## src/rtl/uart_pkg.sv

```systemverilog
// Shared constants for the parametrised UART core: parity modes, TX/RX state
// encodings and the parity helper used by both directions.
package uart_pkg;

    localparam int PARITY_NONE = 0;
    localparam int PARITY_ODD  = 1;
    localparam int PARITY_EVEN = 2;

    localparam logic [2:0] TX_IDLE   = 3'd0;
    localparam logic [2:0] TX_START  = 3'd1;
    localparam logic [2:0] TX_DATA   = 3'd2;
    localparam logic [2:0] TX_PARITY = 3'd3;
    localparam logic [2:0] TX_STOP   = 3'd4;

    localparam logic [2:0] RX_IDLE   = 3'd0;
    localparam logic [2:0] RX_START  = 3'd1;
    localparam logic [2:0] RX_DATA   = 3'd2;
    localparam logic [2:0] RX_PARITY = 3'd3;
    localparam logic [2:0] RX_STOP   = 3'd4;
    localparam logic [2:0] RX_BREAK  = 3'd5;

    // Payload is zero-extended to 9 bits by the caller; extra zeros leave the XOR unchanged.
    function automatic logic calc_parity(input logic [8:0] data, input int mode);
        logic p;
        p = ^data;
        if (mode == PARITY_EVEN) begin
            return p;
        end else if (mode == PARITY_ODD) begin
            return ~p;
        end else begin
            return 1'b0;
        end
    endfunction

endpackage

```

## src/rtl/uart_core_param_if.sv

```systemverilog
// Bus-side parallel handshake between host logic and the UART core.
interface uart_core_param_if #(
    parameter int DATA_BITS = 8
) ();

    logic                 tx_start;
    logic [DATA_BITS-1:0] tx_data;
    logic                 tx_busy;
    logic                 tx_done;
    logic                 rx_done;
    logic [DATA_BITS-1:0] rx_data;
    logic                 rx_parity_err;
    logic                 rx_frame_err;

    modport master (
        output tx_start, tx_data,
        input  tx_busy, tx_done, rx_done, rx_data, rx_parity_err, rx_frame_err
    );

    modport slave (
        input  tx_start, tx_data,
        output tx_busy, tx_done, rx_done, rx_data, rx_parity_err, rx_frame_err
    );

endinterface

```

## src/rtl/uart_baud_cnt.sv

```systemverilog
// Bit-period timer: loadable down-counter flagging the half-period point and
// the end of a full bit period.
module uart_baud_cnt #(
    parameter int CLKS_PER_BIT = 434
) (
    input  logic clk,
    input  logic rst_n,
    input  logic load,
    output logic full_tc,
    output logic half_tc
);

    localparam int CW = $clog2(CLKS_PER_BIT);
    localparam logic [CW-1:0] FULL_LOAD = CW'(CLKS_PER_BIT - 1);
    // Reached CLKS_PER_BIT/2 cycles after a load.
    localparam logic [CW-1:0] HALF_MARK = CW'(CLKS_PER_BIT - CLKS_PER_BIT / 2);

    logic [CW-1:0] cnt;

    // Reload on request, otherwise count down and park at zero.
    always_ff @(posedge clk) begin
        if (!rst_n) begin
            cnt <= '0;
        end else if (load) begin
            cnt <= FULL_LOAD;
        end else if (cnt != '0) begin
            cnt <= cnt - 1'b1;
        end
    end

    assign full_tc = (cnt == '0);
    assign half_tc = (cnt == HALF_MARK);

endmodule

```

## src/rtl/uart_core_param.sv

```systemverilog
// Parametrised full-duplex UART core with parity/framing checks, false-start
// rejection and internal loopback.
//
// TX state  | meaning
// IDLE      | line high, waiting for tx_start
// START     | driving start bit
// DATA      | driving payload, LSB first
// PARITY    | driving parity bit (only when parity enabled)
// STOP      | driving stop bit(s)
//
// RX state  | meaning
// IDLE      | waiting for a synchronised 1->0 edge
// START     | waiting to mid start bit to reject glitches
// DATA      | sampling payload mid-bit
// PARITY    | sampling parity bit
// STOP      | sampling and checking every stop bit
// BREAK     | after a framing error, waiting for the line to return high
module uart_core_param
    import uart_pkg::*;
#(
    parameter int CLKS_PER_BIT = 434,
    parameter int DATA_BITS    = 8,
    parameter int PARITY       = PARITY_NONE,
    parameter int STOP_BITS    = 1
) (
    input  logic             clk,
    input  logic             rst_n,
    uart_core_param_if.slave bus,
    output logic             tx,
    input  logic             rx,
    input  logic             loopback
);

    localparam int BW = $clog2(DATA_BITS);
    localparam logic [BW-1:0] LAST_DATA = BW'(DATA_BITS - 1);
    localparam logic [BW-1:0] LAST_STOP = BW'(STOP_BITS - 1);
    localparam bit HAS_PARITY = (PARITY != PARITY_NONE);

    // ---------------- transmitter ----------------
    logic [2:0]           tx_state;
    logic [DATA_BITS-1:0] tx_shreg;
    logic [BW-1:0]        tx_bit_cnt;
    logic                 tx_par;
    logic                 tx_line;
    logic                 tx_busy_r;
    logic                 tx_done_r;
    logic                 tx_load;
    logic                 tx_full_tc;
    logic                 tx_half_unused;

    assign tx_load = (tx_state == TX_IDLE) ? bus.tx_start : tx_full_tc;

    uart_baud_cnt #(.CLKS_PER_BIT(CLKS_PER_BIT)) u_tx_baud (
        .clk     (clk),
        .rst_n   (rst_n),
        .load    (tx_load),
        .full_tc (tx_full_tc),
        .half_tc (tx_half_unused)
    );

    // TX frame sequencer; the line is registered so the pin never glitches.
    always_ff @(posedge clk) begin
        if (!rst_n) begin
            tx_state   <= TX_IDLE;
            tx_shreg   <= '0;
            tx_bit_cnt <= '0;
            tx_par     <= 1'b0;
            tx_line    <= 1'b1;
            tx_busy_r  <= 1'b0;
            tx_done_r  <= 1'b0;
        end else begin
            tx_done_r <= 1'b0;
            case (tx_state)
                TX_IDLE: begin
                    if (bus.tx_start) begin
                        tx_shreg   <= bus.tx_data;
                        tx_par     <= calc_parity(9'(bus.tx_data), PARITY);
                        tx_line    <= 1'b0;
                        tx_busy_r  <= 1'b1;
                        tx_bit_cnt <= '0;
                        tx_state   <= TX_START;
                    end
                end
                TX_START: begin
                    if (tx_full_tc) begin
                        tx_line  <= tx_shreg[0];
                        tx_shreg <= tx_shreg >> 1;
                        tx_state <= TX_DATA;
                    end
                end
                TX_DATA: begin
                    if (tx_full_tc) begin
                        if (tx_bit_cnt == LAST_DATA) begin
                            tx_bit_cnt <= '0;
                            if (HAS_PARITY) begin
                                tx_line  <= tx_par;
                                tx_state <= TX_PARITY;
                            end else begin
                                tx_line  <= 1'b1;
                                tx_state <= TX_STOP;
                            end
                        end else begin
                            tx_line    <= tx_shreg[0];
                            tx_shreg   <= tx_shreg >> 1;
                            tx_bit_cnt <= tx_bit_cnt + 1'b1;
                        end
                    end
                end
                TX_PARITY: begin
                    if (tx_full_tc) begin
                        tx_line  <= 1'b1;
                        tx_state <= TX_STOP;
                    end
                end
                TX_STOP: begin
                    if (tx_full_tc) begin
                        if (tx_bit_cnt == LAST_STOP) begin
                            tx_busy_r <= 1'b0;
                            tx_done_r <= 1'b1;
                            tx_state  <= TX_IDLE;
                        end else begin
                            tx_bit_cnt <= tx_bit_cnt + 1'b1;
                        end
                    end
                end
                default: tx_state <= TX_IDLE;
            endcase
        end
    end

    assign tx          = loopback ? 1'b1 : tx_line;
    assign bus.tx_busy = tx_busy_r;
    assign bus.tx_done = tx_done_r;

    // ---------------- receiver ----------------
    logic                 rx_sel;
    logic                 rx_s1;
    logic                 rx_s2;
    logic                 rx_s3;
    logic [2:0]           rx_state;
    logic [DATA_BITS-1:0] rx_shreg;
    logic [BW-1:0]        rx_bit_cnt;
    logic                 rx_par_bit;
    logic                 rx_stop_err;
    logic                 rx_load;
    logic                 rx_full_tc;
    logic                 rx_half_tc;
    logic                 rx_done_r;
    logic [DATA_BITS-1:0] rx_data_r;
    logic                 rx_parity_err_r;
    logic                 rx_frame_err_r;

    // Loopback taps the registered TX line, not the (forced-high) pin.
    assign rx_sel = loopback ? tx_line : rx;

    // Two-flop synchroniser plus one history flop for falling-edge detection.
    always_ff @(posedge clk) begin
        if (!rst_n) begin
            rx_s1 <= 1'b1;
            rx_s2 <= 1'b1;
            rx_s3 <= 1'b1;
        end else begin
            rx_s1 <= rx_sel;
            rx_s2 <= rx_s1;
            rx_s3 <= rx_s2;
        end
    end

    // Held loaded while idle so the start edge begins a fresh half-bit wait.
    assign rx_load = (rx_state == RX_IDLE)  ? 1'b1 :
                     (rx_state == RX_START) ? rx_half_tc : rx_full_tc;

    uart_baud_cnt #(.CLKS_PER_BIT(CLKS_PER_BIT)) u_rx_baud (
        .clk     (clk),
        .rst_n   (rst_n),
        .load    (rx_load),
        .full_tc (rx_full_tc),
        .half_tc (rx_half_tc)
    );

    // RX frame sequencer; results and flags publish together on the last stop sample.
    always_ff @(posedge clk) begin
        if (!rst_n) begin
            rx_state        <= RX_IDLE;
            rx_shreg        <= '0;
            rx_bit_cnt      <= '0;
            rx_par_bit      <= 1'b0;
            rx_stop_err     <= 1'b0;
            rx_done_r       <= 1'b0;
            rx_data_r       <= '0;
            rx_parity_err_r <= 1'b0;
            rx_frame_err_r  <= 1'b0;
        end else begin
            rx_done_r <= 1'b0;
            case (rx_state)
                RX_IDLE: begin
                    rx_bit_cnt  <= '0;
                    rx_stop_err <= 1'b0;
                    if (rx_s3 && !rx_s2) begin
                        rx_state <= RX_START;
                    end
                end
                RX_START: begin
                    if (rx_half_tc) begin
                        rx_state <= rx_s2 ? RX_IDLE : RX_DATA;
                    end
                end
                RX_DATA: begin
                    if (rx_full_tc) begin
                        rx_shreg <= {rx_s2, rx_shreg[DATA_BITS-1:1]};
                        if (rx_bit_cnt == LAST_DATA) begin
                            rx_bit_cnt <= '0;
                            rx_state   <= HAS_PARITY ? RX_PARITY : RX_STOP;
                        end else begin
                            rx_bit_cnt <= rx_bit_cnt + 1'b1;
                        end
                    end
                end
                RX_PARITY: begin
                    if (rx_full_tc) begin
                        rx_par_bit <= rx_s2;
                        rx_state   <= RX_STOP;
                    end
                end
                RX_STOP: begin
                    if (rx_full_tc) begin
                        if (rx_bit_cnt == LAST_STOP) begin
                            rx_data_r       <= rx_shreg;
                            rx_parity_err_r <= HAS_PARITY &&
                                               (rx_par_bit != calc_parity(9'(rx_shreg), PARITY));
                            rx_frame_err_r  <= rx_stop_err | !rx_s2;
                            rx_done_r       <= 1'b1;
                            rx_state        <= (rx_stop_err | !rx_s2) ? RX_BREAK : RX_IDLE;
                        end else begin
                            rx_stop_err <= rx_stop_err | !rx_s2;
                            rx_bit_cnt  <= rx_bit_cnt + 1'b1;
                        end
                    end
                end
                RX_BREAK: begin
                    if (rx_s2) begin
                        rx_state <= RX_IDLE;
                    end
                end
                default: rx_state <= RX_IDLE;
            endcase
        end
    end

    assign bus.rx_done       = rx_done_r;
    assign bus.rx_data       = rx_data_r;
    assign bus.rx_parity_err = rx_parity_err_r;
    assign bus.rx_frame_err  = rx_frame_err_r;

endmodule

```

## src/flat_wrapper.sv

```systemverilog
// flat-port wrapper written by rule: the top's interface ports become plain ports
module uart_core_param_flat import uart_pkg::*;
#(
    parameter int CLKS_PER_BIT = 434,
    parameter int DATA_BITS    = 8,
    parameter int PARITY       = PARITY_NONE,
    parameter int STOP_BITS    = 1
)
  (clk, rst_n, tx, rx, loopback, bus_tx_start, bus_tx_data, bus_tx_busy, bus_tx_done, bus_rx_done, bus_rx_data, bus_rx_parity_err, bus_rx_frame_err);
  uart_core_param_if #(.DATA_BITS(DATA_BITS)) bus_i ();
  input  logic clk;
  input  logic rst_n;
  output logic tx;
  input  logic rx;
  input  logic loopback;
  input wire logic [$bits(bus_i.tx_start)-1:0] bus_tx_start;
  input wire logic [$bits(bus_i.tx_data)-1:0] bus_tx_data;
  output wire logic [$bits(bus_i.tx_busy)-1:0] bus_tx_busy;
  output wire logic [$bits(bus_i.tx_done)-1:0] bus_tx_done;
  output wire logic [$bits(bus_i.rx_done)-1:0] bus_rx_done;
  output wire logic [$bits(bus_i.rx_data)-1:0] bus_rx_data;
  output wire logic [$bits(bus_i.rx_parity_err)-1:0] bus_rx_parity_err;
  output wire logic [$bits(bus_i.rx_frame_err)-1:0] bus_rx_frame_err;
  assign bus_i.tx_start = bus_tx_start;
  assign bus_i.tx_data = bus_tx_data;
  assign bus_tx_busy = bus_i.tx_busy;
  assign bus_tx_done = bus_i.tx_done;
  assign bus_rx_done = bus_i.rx_done;
  assign bus_rx_data = bus_i.rx_data;
  assign bus_rx_parity_err = bus_i.rx_parity_err;
  assign bus_rx_frame_err = bus_i.rx_frame_err;
  uart_core_param #(.CLKS_PER_BIT(CLKS_PER_BIT), .DATA_BITS(DATA_BITS), .PARITY(PARITY), .STOP_BITS(STOP_BITS)) u_core (.clk(clk), .rst_n(rst_n), .bus(bus_i), .tx(tx), .rx(rx), .loopback(loopback));
endmodule
```

## config.mk

```make
export PLATFORM = sky130hd
export DESIGN_NAME = uart_core_param_flat
export DESIGN_NICKNAME = d
export VERILOG_FILES = /design/src/rtl/uart_pkg.sv /design/src/rtl/uart_core_param_if.sv /design/src/rtl/uart_baud_cnt.sv /design/src/rtl/uart_core_param.sv /design/src/flat_wrapper.sv
export SDC_FILE = /design/constraint.sdc
export NUM_CORES = 1
export LEC_CHECK = 0
export CAP_MARGIN = 20
export CORE_MARGIN = 3
export CORE_UTILIZATION = 35
export CTS_BUF_LIST = sky130_fd_sc_hd__clkbuf_2 sky130_fd_sc_hd__clkbuf_4 sky130_fd_sc_hd__clkbuf_8
export DETAILED_ROUTE_END_ITERATION = 7
export SLEW_MARGIN = 20
export SYNTH_ARGS = -nofsm -noshare
export SYNTH_HDL_FRONTEND = slang
export SYNTH_HIERARCHICAL = 1
export SYNTH_SLANG_ARGS = --single-unit
```

## constraint.sdc

```tcl
create_clock -name clk -period 3.62 [get_ports clk]
set_clock_uncertainty 0.1 [all_clocks]
set_input_delay 1.086 -clock clk [delete_from_list [all_inputs] [get_ports clk]]
set_output_delay 1.086 -clock clk [all_outputs]
set_load 0.01 [all_outputs]
```

# == Word level (Yosys, flattened, before mapping) ==
# Index checks and enable logic that the tools add are counted.
# W data, S select, Z words.
# classes
reduce_logical,32
muxes,59
bitwise_logic,2
n_eq_ne,30
addsub,4
# ops
op,count
$mux W3,25
$mux W9,4
$mux W8,4
$ne A2 B1 Y1 const B,13
$pmux W8 S3,1
$logic_not A9 Y1,2
$pmux W3 S3,2
$pmux W3 S6,1
$reduce_bool A9 Y1,2
$sub A9 B1 Y9 const B,2
$mux W1,17
$eq A3 B3 Y1 const B,5
$pmux W3 S5,1
$reduce_and A5 Y1,3
$eq A3 B2 Y1 const B,4
$logic_not A3 Y1,4
$reduce_and A3 Y1,4
$ne A2 B2 Y1 const B,5
$eq A9 B8 Y1 const B,1
$reduce_bool A3 Y1,3
$reduce_and A4 Y1,2
$reduce_and A8 Y1,1
$reduce_bool A2 Y1,4
$reduce_and A7 Y1,1
12 further kinds,16
# totals
out_inout_bits,14
regBits,63
input_bits,13
word_cells,147

# == Logic depth before layout (Yosys ltp) ==
# logic_depth
word_depth,6
ltp_mapped,10
mapped_depth_nobuf,9

# == By module ==
# Netlist, hierarchy kept.
# modules_own_cells
mod,seq_area_each_um2,area_per_inst_um2,n_inst,cells_each
uart_core_param,900.9,2220.9,1,244
uart_baud_cnt,180.2,531.8,2,55

# == Least setup slack after synthesis ==
# No wires, ideal clock.
# synth_path
kind,in2out
from,input port loopback
to,output port tx
setup_slack_ps,1060
arrival_time_ps,1374
path_buffers,0
t_required_ps,2434
path_stages,1
path_cell_list,or2_2
# synth_via
elab_chain_cells,1
# synth_rtl
element,line,rtl
from (decl),flat_wrapper.sv:15,input logic loopback;
$mux W1,uart_core_param.sv:131,assign tx = loopback ? 1'b1 : tx_line;
to (decl),flat_wrapper.sv:13,output logic tx;
# Every way passes these cells.

# == Worst setup path in the final report ==
# Same ends and word-level chain as after synthesis.

==> summary.txt <==
Outcome
  – Outcome: completed

Routing
  – Post-route DRC: 0
  – Wire per inst: 12.7 um
  – Final ANT Viol Nets: 0
  – 1st-iter DRT viols: 70
  – Detailed Routing Iterations Pass 1: 4
  – Vias per inst: 5.12
  – Vias: 2495
  – Final wirelength: 6160 um

STA
  – Slew of the pin with the lowest slew margin: 604 ps
  – Count of pins over their slew limit: 0
  – FMAX: 289 MHz
  – Final cycle utilization of the critical path: 0.956
  – RSZ-0062 raised after global routing: false
  – Final hold violation count: 0
  – WHS: 314 ps
  – Post-Route Setup TNS: 0 ps
  – Final setup violation count: 0
  – Max_slew headroom: 0.597
  – Tmin final: approximately 3500 ps

Synthesis
  – Synth Instances: 350
  – Total of warnings raised by yosys: 6
  – Cell Area, Synth: between 0.003 and 0.004 mm^2
  – Avg Cell Area, Syn: ~9.3 um^2
  – Syn nets: approximately 380

Global routing
  – Global-route wire length before repair: 11000 um
  – Vias in the first global route: 2411
  – Grt ovf: 0
  – All-Layer GR Usage: 0.131
  – Largest net degree at the start of global routing: 30
  – Antenna violations before repair: 0

Critical path
  – CP top delay family: buffers and inverters
  – Critical R2R Capture: u_core/tx_shreg[3]
  – CP Class: in -> out
  – R2r startpoint: u_core/u_tx_baud/cnt[0]
  – Worst Setup End Kind: output pin
  – Critical path startpoint category: primary input
  – Reg2reg setup slack: 800 ps
  – Crit-path slowest cell: clkdlybuf4s50_1
  – WP buf/inv: 2
  – Required @ worst endpoint: 2430 ps
  – Worst Path Max Fanout: 2
  – Critical Path AT: 2270 ps
  – Most Frequent Cell on Critical Path: clkdlybuf4s50_1
  – Critical path, cell by cell: clkdlybuf4s50_1 > or2_2 > clkdlybuf4s50_1
  – R2R depth: 9
  – CP peak stage delay: approximately 480 ps

Final layout
  – Reg area: 0.00126 mm^2
  – Layout cell share with drive strength beyond 1: 0.113
  – N_diodes: 0
  – Filler cells: 875
  – Multi-input logic area: 0.00184 mm^2
  – Final net count: 400
  – Area grow syn2layout: 15.2%

Floorplanning
  – Die height: about 100 um
  – Die W: 102 um
  – Initial Utilization: 0.367
  – DIE AREA: 0.0105 mm^2
  – Io pins: 27
  – Rows: 34
  – CORE AREA: 0.00885 mm^2

Hold path
  – Min-Delay Startpoint: u_core/rx_s1
  – Worst Hold Class: reg -> reg
  – WHS Endpoint: u_core/rx_s2
  – Hold Path Cell Cnt: 1

Job
  – Max cap viols: 0

Clock network
  – Reg clk slew, reported paths: 70 ps
  – H-tree depth: 3
  – Cts bufs inserted: 9
  – Number of gates resized after cts: 0
  – Sink Count: 63
  – Clock buffer depth: 2
  – Hold_buf cts: 0
  – Setup bufs post-CTS: 0
  – Clk_lat worst skew: 330 ps
  – Root Driver: clkbuf_8
  – TritonCTS clock tree: yes

Pwr
  – Pwr/cell area: around 470 mW/mm^2
  – Max VDD drop: 0.224 mV
  – Pleak: 0.00145 uW
  – Pwr Total: 1770 uW

Placed design
  – Post-DP HPWL: between 4000 and 5000 um
  – PortBufs: 25
  – Final Wtd Congestion: 0.785
## metrics by stage
stage	instance area [um^2]	utilization	worst slack, ps	std cells
6_report	3740	0.423	160	487
5_1_grt	3740	0.423	117	487
4_1_cts	3740	0.423	157	487
3_5_place_dp	3570	0.404	174	472
3_3_place_gp	3570	0.404	161	472
2_1_floorplan	3250	-	1060	350
## worst reg2reg max path, cell delays in order (launching register included)
cell	delay, ps
dfxtp_1	330
inv_1	110
ha_1	180
nor2b_1	420
nand3_1	260
inv_1	230
nand2b_1	120
a21oi_2	390
and2_0	410
a211oi_1	130
## registers in the layout, summed over array words and instances (netlist names), 3 cells and up
| name | count |
|---|---|
| u_core/u_rx_baud/cnt | 9 |
| u_core/tx_bit_cnt | 3 |
| u_core/rx_shreg | 8 |
| u_core/bus.rx_data | 8 |
| u_core/rx_state | 3 |
| u_core/tx_state | 3 |
| u_core/u_tx_baud/cnt | 9 |
| u_core/tx_shreg | 8 |
| u_core/rx_bit_cnt | 3 |
## final cells by class
cell class                 count  area share
clock buffer                  11      0.0388
sequential                    63       0.337
clock inverter                 4     0.00602
multi-input combinational    256       0.491
inverter                      16      0.0161
timing repair buffer          29      0.0749
tap                          108      0.0361
## worst max path at each step
| stage | start | end | slack, ps | cells past startpoint |
|---|---|---|---|---|
| after global routing | loopback | tx | 120 | 3 |
| after floorplan | loopback | tx | 1060 | 1 |
| after global placement | loopback | tx | 160 | 3 |
| final | loopback | tx | 160 | 3 |
| after detailed placement | loopback | tx | 170 | 3 |
| after CTS | loopback | tx | 160 | 3 |
## routing by layer
layer / global-route usage / wire length (um)
met1: 0.171 / 3090
met2: 0.204 / 2760
met3: 0.0300 / 172
met4: 0.0605 / 131
met5: 0 / 0
## where the power goes
group | internal [uW] | leakage (uW) | switching, uW | total (uW)
sequential | 755 | 0.000515 | 71.8 | 827
clock | 267 | 0.0000884 | 260 | 527
combinational | 202 | 0.000846 | 215 | 417
## cells in the final DEF (no fill, tap or decap), drive strengths merged, types with 3 or more instances in the layout
master,instances
or2,6
nand4b,3
o31ai,4
clkinv,3
clkbuf,11
dfxtp,63
clkdlybuf4s50,25
buf,4
or3b,4
nand2b,16
nand2,22
nor2b,8
o32ai,3
a21oi,22
o21ai,8
inv,16
nand4,3
a211oi,14
and3,3
ha,12
nand3,7
mux2i,31
xor2,5
nor2,41
nor4,3
o21a,9
xnor2,5
Power figures use the tool's default switching activity.
